<file path="src/rtl/btn_pkg.sv">
// ---------------------------------------------------------------------------
// btn_pkg
// Shared types and default constants for the push-button conditioner.
//   btn_state_t        : per-channel debounce FSM states
//   DB_CYCLES_DEF      : default debounce length (10 ms at 100 MHz)
//   REPEAT_DELAY_DEF   : default hold time before the first auto-repeat
//   REPEAT_PERIOD_DEF  : default spacing of later auto-repeats
//   cnt_width()        : width of a counter that must hold 0..max_val
// The repeat constants only matter when AUTO_REPEAT_EN is defined.
// ---------------------------------------------------------------------------
package btn_pkg;

    typedef enum logic [1:0] {
        S_IDLE,
        S_ARM_ON,
        S_HELD,
        S_ARM_OFF
    } btn_state_t;

    localparam int DB_CYCLES_DEF     = 1_000_000;
    localparam int REPEAT_DELAY_DEF  = 50_000_000;
    localparam int REPEAT_PERIOD_DEF = 10_000_000;

    // Width needed to represent 0..max_val, never less than one bit.
    function automatic int cnt_width(input int max_val);
        return (max_val < 1) ? 1 : $clog2(max_val + 1);
    endfunction

endpackage

</file>
<file path="src/rtl/btn_debounce_ch.sv">
// ---------------------------------------------------------------------------
// btn_debounce_ch
// One button channel: synchroniser, debounce FSM, debounce counter and
// registered press/release pulses. With AUTO_REPEAT_EN defined, a repeat
// counter also re-fires the press pulse while the button stays held.
// Ports:
//   clk        in   system clock, rising edge
//   reset_n    in   asynchronous active-low reset
//   raw        in   raw button pin, active-high, asynchronous to clk
//   level      out  debounced level
//   press      out  one-cycle pulse on accepted press (and repeats)
//   rel        out  one-cycle pulse on accepted release
//   press_next out  value press takes on the next edge, lets the parent
//                   register an aggregate pulse aligned with press
// Requires SYNC_STAGES >= 2 and DB_CYCLES >= 2.
// Macro: AUTO_REPEAT_EN enables the auto-repeat counter.
// ---------------------------------------------------------------------------
module btn_debounce_ch
    import btn_pkg::*;
#(
    parameter int SYNC_STAGES   = 2,
    parameter int DB_CYCLES     = DB_CYCLES_DEF
`ifdef AUTO_REPEAT_EN
    ,
    parameter int REPEAT_DELAY  = REPEAT_DELAY_DEF,
    parameter int REPEAT_PERIOD = REPEAT_PERIOD_DEF
`endif
) (
    input  logic clk,
    input  logic reset_n,
    input  logic raw,
    output logic level,
    output logic press,
    output logic rel,
    output logic press_next
);

    localparam int CW = cnt_width(DB_CYCLES);

    // The edge that moves the FSM out of IDLE/HELD already counts as the
    // first stable sample, so the hand-over happens when the counter is
    // about to become DB_CYCLES-1, i.e. when it currently reads DB_CYCLES-2.
    localparam logic [CW-1:0] CNT_LAST = CW'(DB_CYCLES - 2);
    localparam logic [CW-1:0] CNT_MAX  = CW'(DB_CYCLES);

    logic [SYNC_STAGES-1:0] sync_q;
    logic                   s;

    btn_state_t state_q, state_d;
    logic [CW-1:0] cnt_q, cnt_d, cnt_inc;
    logic level_q, level_d;
    logic press_q, press_d, press_fsm;
    logic rel_q, rel_d;
    logic rep_fire;

    // Plain flop chain to bring the asynchronous pin into the clk domain;
    // only the last stage is ever looked at by the FSM.
    always_ff @(posedge clk or negedge reset_n) begin
        if (!reset_n) begin
            sync_q <= '0;
        end else begin
            sync_q <= {sync_q[SYNC_STAGES-2:0], raw};
        end
    end

    assign s = sync_q[SYNC_STAGES-1];

    // Saturating increment so a mis-sized parameter can never wrap the count.
    assign cnt_inc = (cnt_q == CNT_MAX) ? cnt_q : cnt_q + CW'(1);

    // State, counter and output registers. Pulses and level are registered
    // together so they all change on the same edge.
    always_ff @(posedge clk or negedge reset_n) begin
        if (!reset_n) begin
            state_q <= S_IDLE;
            cnt_q   <= '0;
            level_q <= 1'b0;
            press_q <= 1'b0;
            rel_q   <= 1'b0;
        end else begin
            state_q <= state_d;
            cnt_q   <= cnt_d;
            level_q <= level_d;
            press_q <= press_d;
            rel_q   <= rel_d;
        end
    end

    // Debounce FSM: an input change must persist for DB_CYCLES samples
    // before it is accepted; any reversion while arming drops back without
    // producing a pulse.
    always_comb begin
        state_d   = state_q;
        cnt_d     = cnt_q;
        level_d   = level_q;
        press_fsm = 1'b0;
        rel_d     = 1'b0;
        case (state_q)
            S_IDLE: begin
                level_d = 1'b0;
                cnt_d   = '0;
                if (s) begin
                    state_d = S_ARM_ON;
                end
            end
            S_ARM_ON: begin
                if (!s) begin
                    state_d = S_IDLE;
                    cnt_d   = '0;
                end else if (cnt_q == CNT_LAST) begin
                    state_d   = S_HELD;
                    cnt_d     = '0;
                    level_d   = 1'b1;
                    press_fsm = 1'b1;
                end else begin
                    cnt_d = cnt_inc;
                end
            end
            S_HELD: begin
                level_d = 1'b1;
                cnt_d   = '0;
                if (!s) begin
                    state_d = S_ARM_OFF;
                end
            end
            S_ARM_OFF: begin
                if (s) begin
                    state_d = S_HELD;
                    cnt_d   = '0;
                end else if (cnt_q == CNT_LAST) begin
                    state_d = S_IDLE;
                    cnt_d   = '0;
                    level_d = 1'b0;
                    rel_d   = 1'b1;
                end else begin
                    cnt_d = cnt_inc;
                end
            end
            default: begin
                state_d = S_IDLE;
                cnt_d   = '0;
                level_d = 1'b0;
            end
        endcase
    end

`ifdef AUTO_REPEAT_EN
    localparam int RW = cnt_width((REPEAT_DELAY > REPEAT_PERIOD) ? REPEAT_DELAY : REPEAT_PERIOD);

    logic [RW-1:0] rcnt_q, rcnt_d, rlast;
    logic          rfirst_q, rfirst_d;

    // Repeat counter and the flag telling whether the initial delay has
    // already elapsed (after which the shorter period applies).
    always_ff @(posedge clk or negedge reset_n) begin
        if (!reset_n) begin
            rcnt_q   <= '0;
            rfirst_q <= 1'b0;
        end else begin
            rcnt_q   <= rcnt_d;
            rfirst_q <= rfirst_d;
        end
    end

    assign rlast = rfirst_q ? RW'(REPEAT_PERIOD - 1) : RW'(REPEAT_DELAY - 1);

    // Runs only while the channel stays in HELD with the input still high;
    // the cycle that leaves HELD (or any other state) clears it, so a return
    // from ARM_OFF starts again from the full initial delay.
    always_comb begin
        rcnt_d   = '0;
        rfirst_d = 1'b0;
        rep_fire = 1'b0;
        if (state_q == S_HELD && s) begin
            rfirst_d = rfirst_q;
            if (rcnt_q == rlast) begin
                rep_fire = 1'b1;
                rfirst_d = 1'b1;
            end else begin
                rcnt_d = rcnt_q + RW'(1);
            end
        end
    end
`else
    assign rep_fire = 1'b0;
`endif

    // A repeat only fires while staying in HELD, and the FSM press only on
    // entering HELD, so the two never coincide and never overlap a release.
    assign press_d = press_fsm | rep_fire;

    assign level      = level_q;
    assign press      = press_q;
    assign rel        = rel_q;
    assign press_next = press_d;

endmodule

</file>
<file path="src/rtl/button_conditioner.sv">
// ---------------------------------------------------------------------------
// button_conditioner
// Cleans up the board push-buttons before they reach the game logic:
// each channel is synchronised and debounced, and produces a clean level
// plus one-cycle press/release pulses so a move advances once per press.
// Ports:
//   clk          in   system clock, rising edge
//   reset_n      in   asynchronous active-low reset; its release is
//                     expected to be synchronous to clk already
//   btn_raw      in   [N_BTN] raw button pins, active-high, asynchronous
//   btn_level    out  [N_BTN] debounced levels
//   btn_press    out  [N_BTN] press pulses (and repeats when enabled)
//   btn_release  out  [N_BTN] release pulses
//   any_press    out  OR of btn_press, registered in the same cycle
// Macro: AUTO_REPEAT_EN adds auto-repeat press pulses while a button is held.
// ---------------------------------------------------------------------------
module button_conditioner
    import btn_pkg::*;
#(
    parameter int N_BTN         = 4,
    parameter int SYNC_STAGES   = 2,
    parameter int DB_CYCLES     = DB_CYCLES_DEF
`ifdef AUTO_REPEAT_EN
    ,
    parameter int REPEAT_DELAY  = REPEAT_DELAY_DEF,
    parameter int REPEAT_PERIOD = REPEAT_PERIOD_DEF
`endif
) (
    input  logic             clk,
    input  logic             reset_n,
    input  logic [N_BTN-1:0] btn_raw,
    output logic [N_BTN-1:0] btn_level,
    output logic [N_BTN-1:0] btn_press,
    output logic [N_BTN-1:0] btn_release,
    output logic             any_press
);

    logic [N_BTN-1:0] press_next;

    // Channels are completely independent; simultaneous presses simply
    // produce simultaneous pulses.
    for (genvar i = 0; i < N_BTN; i++) begin : g_ch
        btn_debounce_ch #(
            .SYNC_STAGES   (SYNC_STAGES),
            .DB_CYCLES     (DB_CYCLES)
`ifdef AUTO_REPEAT_EN
            ,
            .REPEAT_DELAY  (REPEAT_DELAY),
            .REPEAT_PERIOD (REPEAT_PERIOD)
`endif
        ) u_ch (
            .clk        (clk),
            .reset_n    (reset_n),
            .raw        (btn_raw[i]),
            .level      (btn_level[i]),
            .press      (btn_press[i]),
            .rel        (btn_release[i]),
            .press_next (press_next[i])
        );
    end

    // Registering the OR of the channels' next-press values keeps any_press
    // on exactly the same edge as btn_press while still coming from a flop.
    always_ff @(posedge clk or negedge reset_n) begin
        if (!reset_n) begin
            any_press <= 1'b0;
        end else begin
            any_press <= |press_next;
        end
    end

endmodule

</file>
<file path="config.mk">
export PLATFORM = sky130hd
export DESIGN_NAME = button_conditioner
export DESIGN_NICKNAME = d
export VERILOG_FILES = /design/src/rtl/btn_pkg.sv /design/src/rtl/btn_debounce_ch.sv /design/src/rtl/button_conditioner.sv
export SDC_FILE = /design/constraint.sdc
export NUM_CORES = 1
export LEC_CHECK = 0
export ABC_AREA = 1
export BUFFER_PORTS_ARGS = -buffer_cell sky130_fd_sc_hd__buf_2
export CAP_MARGIN = 20
export CORE_MARGIN = 2
export CORE_UTILIZATION = 30
export CTS_CLUSTER_DIAMETER = 200
export CTS_CLUSTER_SIZE = 24
export DETAILED_ROUTE_END_ITERATION = 16
export PLACE_DENSITY_LB_ADDON = 0.25
export SYNTH_ARGS = -nofsm -noshare
export SYNTH_HDL_FRONTEND = slang
export SYNTH_SLANG_ARGS = --single-unit
export TNS_END_PERCENT = 20
</file>
<file path="constraint.sdc">
create_clock -name clk -period 1.78 [get_ports clk]
set_input_delay 0.356 -clock clk [delete_from_list [all_inputs] [get_ports clk]]
set_output_delay 0.356 -clock clk [all_outputs]
set_load 0.05 [all_outputs]
</file>
Yosys cells after proc, flatten, opt, wreduce, memory -nomap -nowiden

Index checks and enable logic that the tools add are counted.

$add $sub $neg: 4
Eq/ne operators: 52
Muxes and demuxes: 88
Reduce and logical (&&, ||, !) cells: 17

Operators by type and width:

| cell                                                                     | number |
|---|---|
| 20-bit 2-to-1 mux                                                        | 16 |
| 20-bit one-hot mux with 3 select lines                                   | 4 |
| 20-bit equality test (second input constant)                             | 8 |
| 20-bit by 1-bit adder with 20-bit output (second input constant)         | 4 |
| 2-bit 2-to-1 mux                                                         | 24 |
| 1-bit 2-to-1 mux                                                         | 36 |
| 2-bit by 1-bit inequality test with 1-bit output (second input constant) | 16 |
| 2-bit one-hot mux with 4 select lines                                    | 4 |
| 4-bit AND reduction                                                      | 8 |
| 2-bit equality test (second input constant)                              | 8 |
| 2-bit inequality test (second input constant)                            | 8 |
| 1-bit one-hot mux with 4 select lines                                    | 4 |
| 3-bit by 1-bit inequality test with 1-bit output (second input constant) | 4 |
| 3-bit inequality test (second input constant)                            | 4 |
| 2-bit by 1-bit equality test with 1-bit output (second input constant)   | 4 |
| 2-bit logical NOT                                                        | 4 |
| 2-bit OR reduction                                                       | 4 |
| 4-bit OR reduction                                                       | 1 |

Flip-flop bits (word level): 109
Bits of input ports: 6
Output and inout port bits: 13
Word-level logic and storage cells: 186

Depth between registers and ports, before layout

Gate-level depths: netlist of run 1.

Depth after elaboration: 5
Mapped depth: 11
Mapped depth without buffers: 11

Cells and area by module

From an unflattened synthesis of run 1, not the netlist that was laid out.

Cells, all modules: 824
Area total of the unflattened synthesis: 7039.3 µm²

By module, submodules not included:

| module                              | times used | cells an instance | area each (µm²) | sequential area each (µm²) |
|---|---|---|---|---|
| btn_debounce_ch at g_ch[0].u_ch ... | 3          | 206               | 1798.0          | 675.6 |
| btn_debounce_ch at g_ch[3].u_ch     | 1          | 202               | 1609.0          | 675.6 |
| button_conditioner                  | 1          | 4                 | 36.3            | 25.0 |

Least setup slack after synthesis of run 1

No wires, ideal clock.

Kind: register -> register
Start point: register g_ch[3].u_ch.cnt_q[0]
End point: register g_ch[3].u_ch.cnt_q[3]
Library setup time: 0.123 ns
Data arrival time: 1.360 ns
Data required time: 1.657 ns
Path slack: 0.298 ns
Stages on the path, launching flop included: 11
Path buffers: 1
Clock period less this slack: 1.482 ns
Cell sequence: dfrtp_1 > inv_1 > ha_1 > nand2_1 > nor2_1 > nand3_2 > nor2_4 > inv_4 > nand2_4 > buf_6 > a21oi_2

Word-level cells in the longest chain between the ends: 5
Elaborated cells on any way between the ends: 8
Those cells by class: add/sub (1); eq/ne (2); mux (5)

Ends and longest elaborated chain:

| element                                                                          | line                                           | text |
|---|---|---|
| start: declaration                                                               | btn_debounce_ch.sv:50                          | `logic [CW-1:0] cnt_q, cnt_d, cnt_inc;` |
| start signal: assignment                                                         | btn_debounce_ch.sv:82                          | `cnt_q <= cnt_d;` |
| 20-bit by 1-bit adder with 20-bit output or 20-bit equality test (tied branches) | btn_debounce_ch.sv:69                          | `assign cnt_inc = (cnt_q == CNT_MAX) ? cnt_q : cnt_q + CW'(1);` |
| 20-bit 2-to-1 mux                                                                | btn_debounce_ch.sv:69                          |  |
| 20-bit 2-to-1 mux *                                                              | btn_debounce_ch.sv:110, btn_debounce_ch.sv:130 |  |
| 20-bit 2-to-1 mux (on tied branches)                                             | btn_debounce_ch.sv:127, btn_debounce_ch.sv:107 |  |
| 20-bit one-hot mux with 3 select lines *                                         | btn_debounce_ch.sv:98                          | `case (state_q)` |
| named net g_ch[3].u_ch.cnt_d[3]                                                  | btn_debounce_ch.sv:50                          |  |

Mark *: on every way through the listed nets, which the timed path passes. The rest lies on a longest branch.
A chain may end at the register's enable or synchronous reset.

Final worst setup path of run 1

Start point: register g_ch[3].u_ch.cnt_q[0]
End point: register g_ch[3].u_ch.cnt_q[13]

Same word-level chain as after synthesis.

==> results.md, run 1 <==
- Outcome: completed
- Layout cell share with drive strength beyond 1: 13.16%
- P per Cell Area: 935.4 nW/um2
- Area leader, netlist: dfrtp_1
- Worst vdd ir: 0.6024 mV
- Clock power frac: 28.6%
- DR WL met2: 5941 um
- GRT overflow: 0
- Ports: 19
- Vias in the first global route: 5100
- Most frequent cells in the layout: nand2_1, inv_1, dfrtp_1, nor2_1, nand3_1
- First-pass detailed-route iteration total: 4
- Starting DRT DRC Count: 211
- CTS Root Cell: clkbuf_16
- Syn_nets: 902
- Crit path kind: flip-flop to flip-flop
- Pleak: 3.384 nW
- Placer Congestion: 0.8565
- TritonCTS Buffers: 9
- Post-synthesis to final-layout area growth: 13.07%
- Syn. warnings: 0
- Multi-input gate area: 3331 um2
- Final Instance Area: 7512 um2
- DP HPWL: 10210 um
- First-pass GRT wire length: 24240 um
- Met1 wire length: 7357 um
- Clock buffer depth: 2
- Fillers: 2283
- HP Class: primary input to flip-flop
- Peak Freq: 0.6166 GHz
- Reg area: 2729 um2
- Total core area: 21760 um2
- Clock sink count: 109
- Top FF cell, synth: dfrtp_1
- Synth area leaders: dfrtp_1, nand2_1, inv_1
- Detail-routed via count per cell: 4.478
- N_diodes: 0
- Synthesis-stage register bit count: 109
- Period utilization: 91.11%
- Seq/Total Area, Yosys: 41.05%
- Met3 Routed Length: 470 um
- Non-Filler Instances: 1184
- Post-Syn Instances: 866
- Routed WL: 13890 um
- FP Rows: 54
- # setup viols final: 0
- Post-DP Area: 7109 um2
- Via count: 5302
- Layout Skew: 12.58 ps
- Avg Cell Area, Syn: 7.672 um2
- Comb pwr share: 29.8%
- H-tree depth: 3
- Hold Fails Final Rpt: 0
- Top-area cell type share of the netlist area: 41.05%
- Max FO, Critical Path: 4
- Initial antenna violation count: 1
- Post-synth EDFFs: 0
- DRC violations left: 0
- Pin count of the biggest net entering global routing: 64
- Pins Over Slew Limit: 0
- Crit path time final: 1622 ps
- Worst-Skew Late Latency: 360 ps
- Switching power: 0.002527 W
- I/O Buffers: 18
- Die Height: 152.8 um
- CP required: 2050 ps
- Dpl cells: 1162
- Sw Ratio: 35.96%
- CTS tree: yes
- Slew @ Worst Pin: 410.9 ps
- Type of element capturing the critical path: flip-flop
- Clock-pin slew of the registers on the worst-case setup and hold paths: 80 ps
- Async SR Flop Fraction: 100.0%
- Sequential share of power: 41.6%
- Synthesized cell area: 6644 um2
- Nets: 935
- P_int: 0.004500 W
- Horiz. Die Dim: 152.8 um
- Startpoint Class: flip-flop
- Max Cap Viol: 0
- Global Route Usage Sum: 12.51%
- Die area: 23350 um2
- Wirelength per Cell: 11.73 um
- Commonest non-fill, non-tap cell in the layout: nand2_1
- Antenna-violating nets left: 0
- Initial core utilization: 30.54%
- Synth cell types: 42
- Top layer in use: met4
- Critical path arrival: 1900 ps
- RSZ-0062 raised after global routing: yes
- Rel. slew slack: 72.39%
-- synth_stat cells, types with 2 or more instances --
master	instances
a21boi_0	5
a21oi_1	33
a21oi_2	9
a22oi_1	3
and2_1	6
buf_4	16
buf_6	2
clkbuf_1	2
dfrtp_1	109
ha_1	30
inv_1	117
inv_2	3
mux2i_1	2
nand2_1	211
nand2_2	9
nand2_4	2
nand3_1	53
nand3_2	4
nand3b_1	7
nand4_1	26
nor2_1	101
nor2_2	10
nor2_4	4
nor3_1	25
nor3_2	3
o21ai_0	19
o21ai_1	5
o22ai_1	2
or2_2	5
xnor2_1	5
xor2_1	27
-- critical path, stage by stage, from the launching register on --
cell and delay (ps):
dfrtp_1 390, buf_4 130, nand3_1 230, nor2_1 310, nand3_1 140, xor2_1 150
a21boi_0 180
-- power groups by stage --
stage               logic, W  registers, W  clock network, W
global placement     0.00203       0.00297                 0
detailed placement   0.00204       0.00297                 0
finish               0.00210       0.00292           0.00201
global route         0.00241       0.00297           0.00220
CTS                  0.00206       0.00292           0.00211
floorplan            0.00161       0.00292                 0
-- state kept, by name, indices dropped and copies added, names as in the netlist, named ones only --
signal / flops
g_ch.u_ch.cnt_q: 80
g_ch.u_ch.sync_q: 8
g_ch.u_ch.level: 4
g_ch.u_ch.press: 4
g_ch.u_ch.rel: 4
g_ch.u_ch.state_q: 4
any_press: 1
-- cell type report --
type	instances	share of cell area, %
Sequential cell	109	36.33
Inverter	122	6.129
Tap cell	280	4.664
Clock buffer	10	3.181
Clock inverter	6	0.7162
Timing Repair Buffer	43	4.647
Multi-Input combinational cell	614	44.34
-- metal layers --
layer	vias to the layer above	track usage, %
met4	0	2.866
met3	9	2.977
met5	-	0
met2	47	18.83
li1	2801	-
met1	2445	18.22
-- metrics by stage --
stage                     setup slack (ps)  setup TNS [ps]  total power, W  util, %  hold WS, ps
after floorplan                      297.6               0        0.004524        -        60.41
after global placement               65.19               0        0.005004    32.68        332.3
after detailed placement             36.72               0        0.005013    32.68        336.5
after CTS                            8.487               0        0.007097    34.07        78.87
after global routing                -16.39          -31.00        0.007583    34.53        77.09
final                                158.3               0        0.007027    34.53        94.46
-- cells by family (layout without fill, tap and decap cells) --
family | count (synthesis) | after routing | share of synthesized area, %
adder cells (fa/ha/maj) | 30 | 30 | 5.650
AO/OA/AOI/OAI | 79 | 79 | 6.949
buffers and inverters | 143 | 181 | 9.492
AND/OR/NAND/NOR | 471 | 471 | 32.34
XOR/XNOR | 32 | 32 | 4.218
flip-flops | 109 | 109 | 41.05
multiplexers | 2 | 2 | 0.3013
-- timing repair --
item                                    CTS  global route
gates resized for setup                   0            13
hold buffers                              1             0
buffers inserted                          0             5
endpoints found under the setup margin    0            56
hold endpoints to repair                 34             0
-- worst paths after layout --
path,from,end,slack [ps],cells past startpoint
min in group asynchronous,reset_n,g_ch[2].u_ch.cnt_q[4]$_DFF_PN0_,510,3
setup / recovery,g_ch[3].u_ch.cnt_q[0]$_DFF_PN0_,g_ch[3].u_ch.cnt_q[13]$_DFF_PN0_,160,6
max in group asynchronous,reset_n,g_ch[0].u_ch.cnt_q[18]$_DFF_PN0_,900,3
hold / removal,btn_raw[1],g_ch[1].u_ch.sync_q[0]$_DFF_PN0_,90,1
setup reg to reg,g_ch[3].u_ch.cnt_q[0]$_DFF_PN0_,g_ch[3].u_ch.cnt_q[13]$_DFF_PN0_,160,6
hold reg to reg,g_ch[0].u_ch.sync_q[0]$_DFF_PN0_,g_ch[0].u_ch.sync_q[1]$_DFF_PN0_,350,0
Note: power is estimated with default switching activity, not from simulation.
==> inputs of run 2 (changes only) <==
ABC_AREA = 0   (was 1)
CAP_MARGIN = 10   (was 20)
SYNTH_HIERARCHICAL = 1   (was unset)
==> run 2 against run 1 <==
  * Synthesized cell count decreased by 33%
  * Global-route usage is 0.25 points higher
  * Sequential power about the same
  * The flow now finishes with violations (setup timing)
  * Die area shrank 11%
==> results.md, run 2 <==
- I/O Buffers: 18
- R2R depth: 5
- Nets: 738
- Die area: 20810 um2
- DP HPWL: 8702 um
- Post-Syn Instances: 577
- TritonCTS Buffers: 9
- Antenna-violating nets left: 0
- Synth area leaders: dfrtp_1, nor2_1, xor2_1
- Post-synthesis to final-layout area growth: 28.83%
- GRT overflow: 0
- Critical path arrival: 2230 ps
- Max FO, Critical Path: 2
- Crit path time final: 1993 ps
- Avg Cell Area, Syn: 10.23 um2
- Synth Area in Simple Gates: 27.22%
- Setup tns final: -1188 ps
- Ports: 19
- Detail-routed via count per cell: 4.554
- Register with the most flip-flops: g_ch.u_ch/cnt_q
- Slew @ Worst Pin: 449.8 ps
- Layout Skew: 9.009 ps
- Seq/Total Area, Yosys: 46.22%
- Clock buffer depth: 2
- Slowest Stage Delay on Critical Path: 420 ps
- Worst-Skew Late Latency: 360 ps
- Period utilization: 112.0%
- Global Route Usage Sum: 12.76%
- Rel. slew slack: 70.02%
- Top-area cell type share of the netlist area: 46.22%
- Most frequent cells in the layout: dfrtp_1, nor2_1, buf_4, xor2_1, nand2_1
- Commonest non-fill, non-tap cell in the layout: dfrtp_1
- Top flop regs: g_ch.u_ch/cnt_q x80, g_ch.u_ch/sync_q x8
- Synthesis-stage register bit count: 109
- Pins Over Slew Limit: 0
- Die Height: 144.3 um
- Layout cell share with drive strength beyond 1: 25.53%
- Clock-pin slew of the registers on the worst-case setup and hold paths: 80 ps
- Outcome: finished, violations left
- # setup viols final: 25
- Hold Fails Final Rpt: 0
- Synth Area in Adders: 6.784%
- Async SR Flop Fraction: 100.0%
- Routed WL: 12350 um
- Multi-input gate area: 3172 um2
- Synthesized cell area: 5902 um2
- CP max-delay cell: or3_1
- Placer Congestion: 0.7467
- Syn_nets: 615
- Wirelength per Cell: 12.73 um
- Initial core utilization: 30.42%
- RR Startpoint: g_ch[3].u_ch/cnt_q[7]$_DFF_PN0_
- Worst vdd ir: 0.5472 mV
- Vias in the first global route: 4538
- Max Cap Viol: 0
- R2R Setup Slk: -210 ps
- First-pass detailed-route iteration total: 6
- CTS Root Cell: clkbuf_16
- H-tree depth: 3
- Starting DRT DRC Count: 156
- Peak Freq: 0.5017 GHz
- Largest family of logic cells by synthesized area: simple AND/OR/NAND/NOR gates
- Synth cell types: 42
- Top cells by count, synth: dfrtp_1, nor2_1, xor2_1
- Post-synthesis mux area share: 2.820%
- Syn. warnings: 6
- CP required: 2020 ps
- Pleak: 3.406 nW
- HP Class: primary input to flip-flop
- Total core area: 19400 um2
- Fillers: 1912
- Number of flip-flops in the largest register: 80
- Pin count of the biggest net entering global routing: 33
- Failing checks: setup timing
- Startpoint Class: flip-flop
- Horiz. Die Dim: 144.3 um
- Type of element capturing the critical path: flip-flop
- Reg area: 2728 um2
- Top FF cell, synth: dfrtp_1
- Clock sink count: 109
- First-pass GRT wire length: 21150 um
- Complex-gate fraction of the synthesized area: 4.282%
- DRC violations left: 0
- RSZ-0062 raised after global routing: yes
- Crit path from: g_ch[3].u_ch/cnt_q[7]$_DFF_PN0_
- Core Util, Final: 39.20%
- Via count: 4417
- Post-synth EDFFs: 0
- N_diodes: 0
- P per Cell Area: 1063 nW/um2
- FP Rows: 51
- CTS tree: yes
- Area leader, netlist: dfrtp_1
- Crit path kind: flip-flop to flip-flop
- Initial antenna violation count: 0
- XOR/XNOR Fraction of Synth Area: 10.68%
- Final WS setup: -213.3 ps
- Critical path, cell by cell: or3_1 > nor4_4 > nand2_2 > a2111oi_4 > mux2_1
-- run 2: critical path: cells and delay by family (launching register included) --
kind            cells  cell delay [ps]
mux                 1              340
simple gates        3              850
flops               1              390
compound gates      1              300
-- run 2: where the power goes --
group	total, W	internal, W	switching [W]
registers	0.00289	0.00270	0.000183
clock network	0.00236	0.00141	0.000943
logic	0.00284	0.00129	0.00155
-- run 2: kinds of logic after synthesis --
| family | count (synthesis) |
|---|---|
| mux | 16 |
| buf+inv | 29 |
| simple gates | 291 |
| xor+xnor | 72 |
| fa+ha+maj | 32 |
| compound gates | 28 |
| flops | 109 |
-- run 2: how the worst min path moves through the flow --
stage | to | slack [ps] | depth (start not counted) | startpoint
after floorplan | any_press$_DFF_PN0_ | 60 | 0 | reset_n
after global placement | g_ch[0].u_ch/cnt_q[4]$_DFF_PN0_ | 330 | 1 | reset_n
after detailed placement | g_ch[0].u_ch/cnt_q[4]$_DFF_PN0_ | 340 | 1 | reset_n
after CTS | g_ch[0].u_ch/sync_q[0]$_DFF_PN0_ | 90 | 1 | btn_raw[0]
after global routing | g_ch[0].u_ch/sync_q[0]$_DFF_PN0_ | 90 | 1 | btn_raw[0]
final | g_ch[0].u_ch/sync_q[0]$_DFF_PN0_ | 100 | 1 | btn_raw[0]
-- run 2: per-layer routing --
layer	vias up	share of wire (%)	GRT usage, %
li1	2220	-	-
met1	2149	45	15.42
met2	33	51	22.41
met3	15	3.1	3.609
met4	0	1.2	3.270
met5	-	0	0
-- run 2: timing repair --
item | CTS | global route
endpoints found under the hold margin | 26 | 0
hold buffers | 1 | 0
setup endpoints to repair | 31 | 70
buffers inserted | 3 | 2
pin swaps | 4 | 3
gates resized for setup | 12 | 15
gates cloned | 0 | 1
-- run 2: final cells by class --
cell class              instances  share of cell area, %
well taps                     265                  4.361
flip-flops and latches        109                  35.87
clock inverters                 6                  1.448
clock buffers                  10                  3.143
multi-input cells             439                  41.71
repair buffers                120                  12.42
inverters                      21                  1.037
-- run 2: stage by stage --
| step | area (um2) | power, W | worst slack, ps | hold WS, ps | std cells |
|---|---|---|---|---|---|
| 6_report | 7604 | 0.008081 | -213.3 | 103.7 | 970 |
| 5_1_grt | 7604 | 0.008615 | -293.6 | 86.96 | 970 |
| 4_1_cts | 7505 | 0.008063 | -238.4 | 86.76 | 968 |
| 3_5_place_dp | 7078 | 0.005555 | -233.1 | 341.4 | 949 |
| 3_3_place_gp | 7078 | 0.005442 | -187.3 | 331.4 | 949 |
| 2_1_floorplan | 5903 | 0.004680 | -257.3 | 60.41 | 577 |
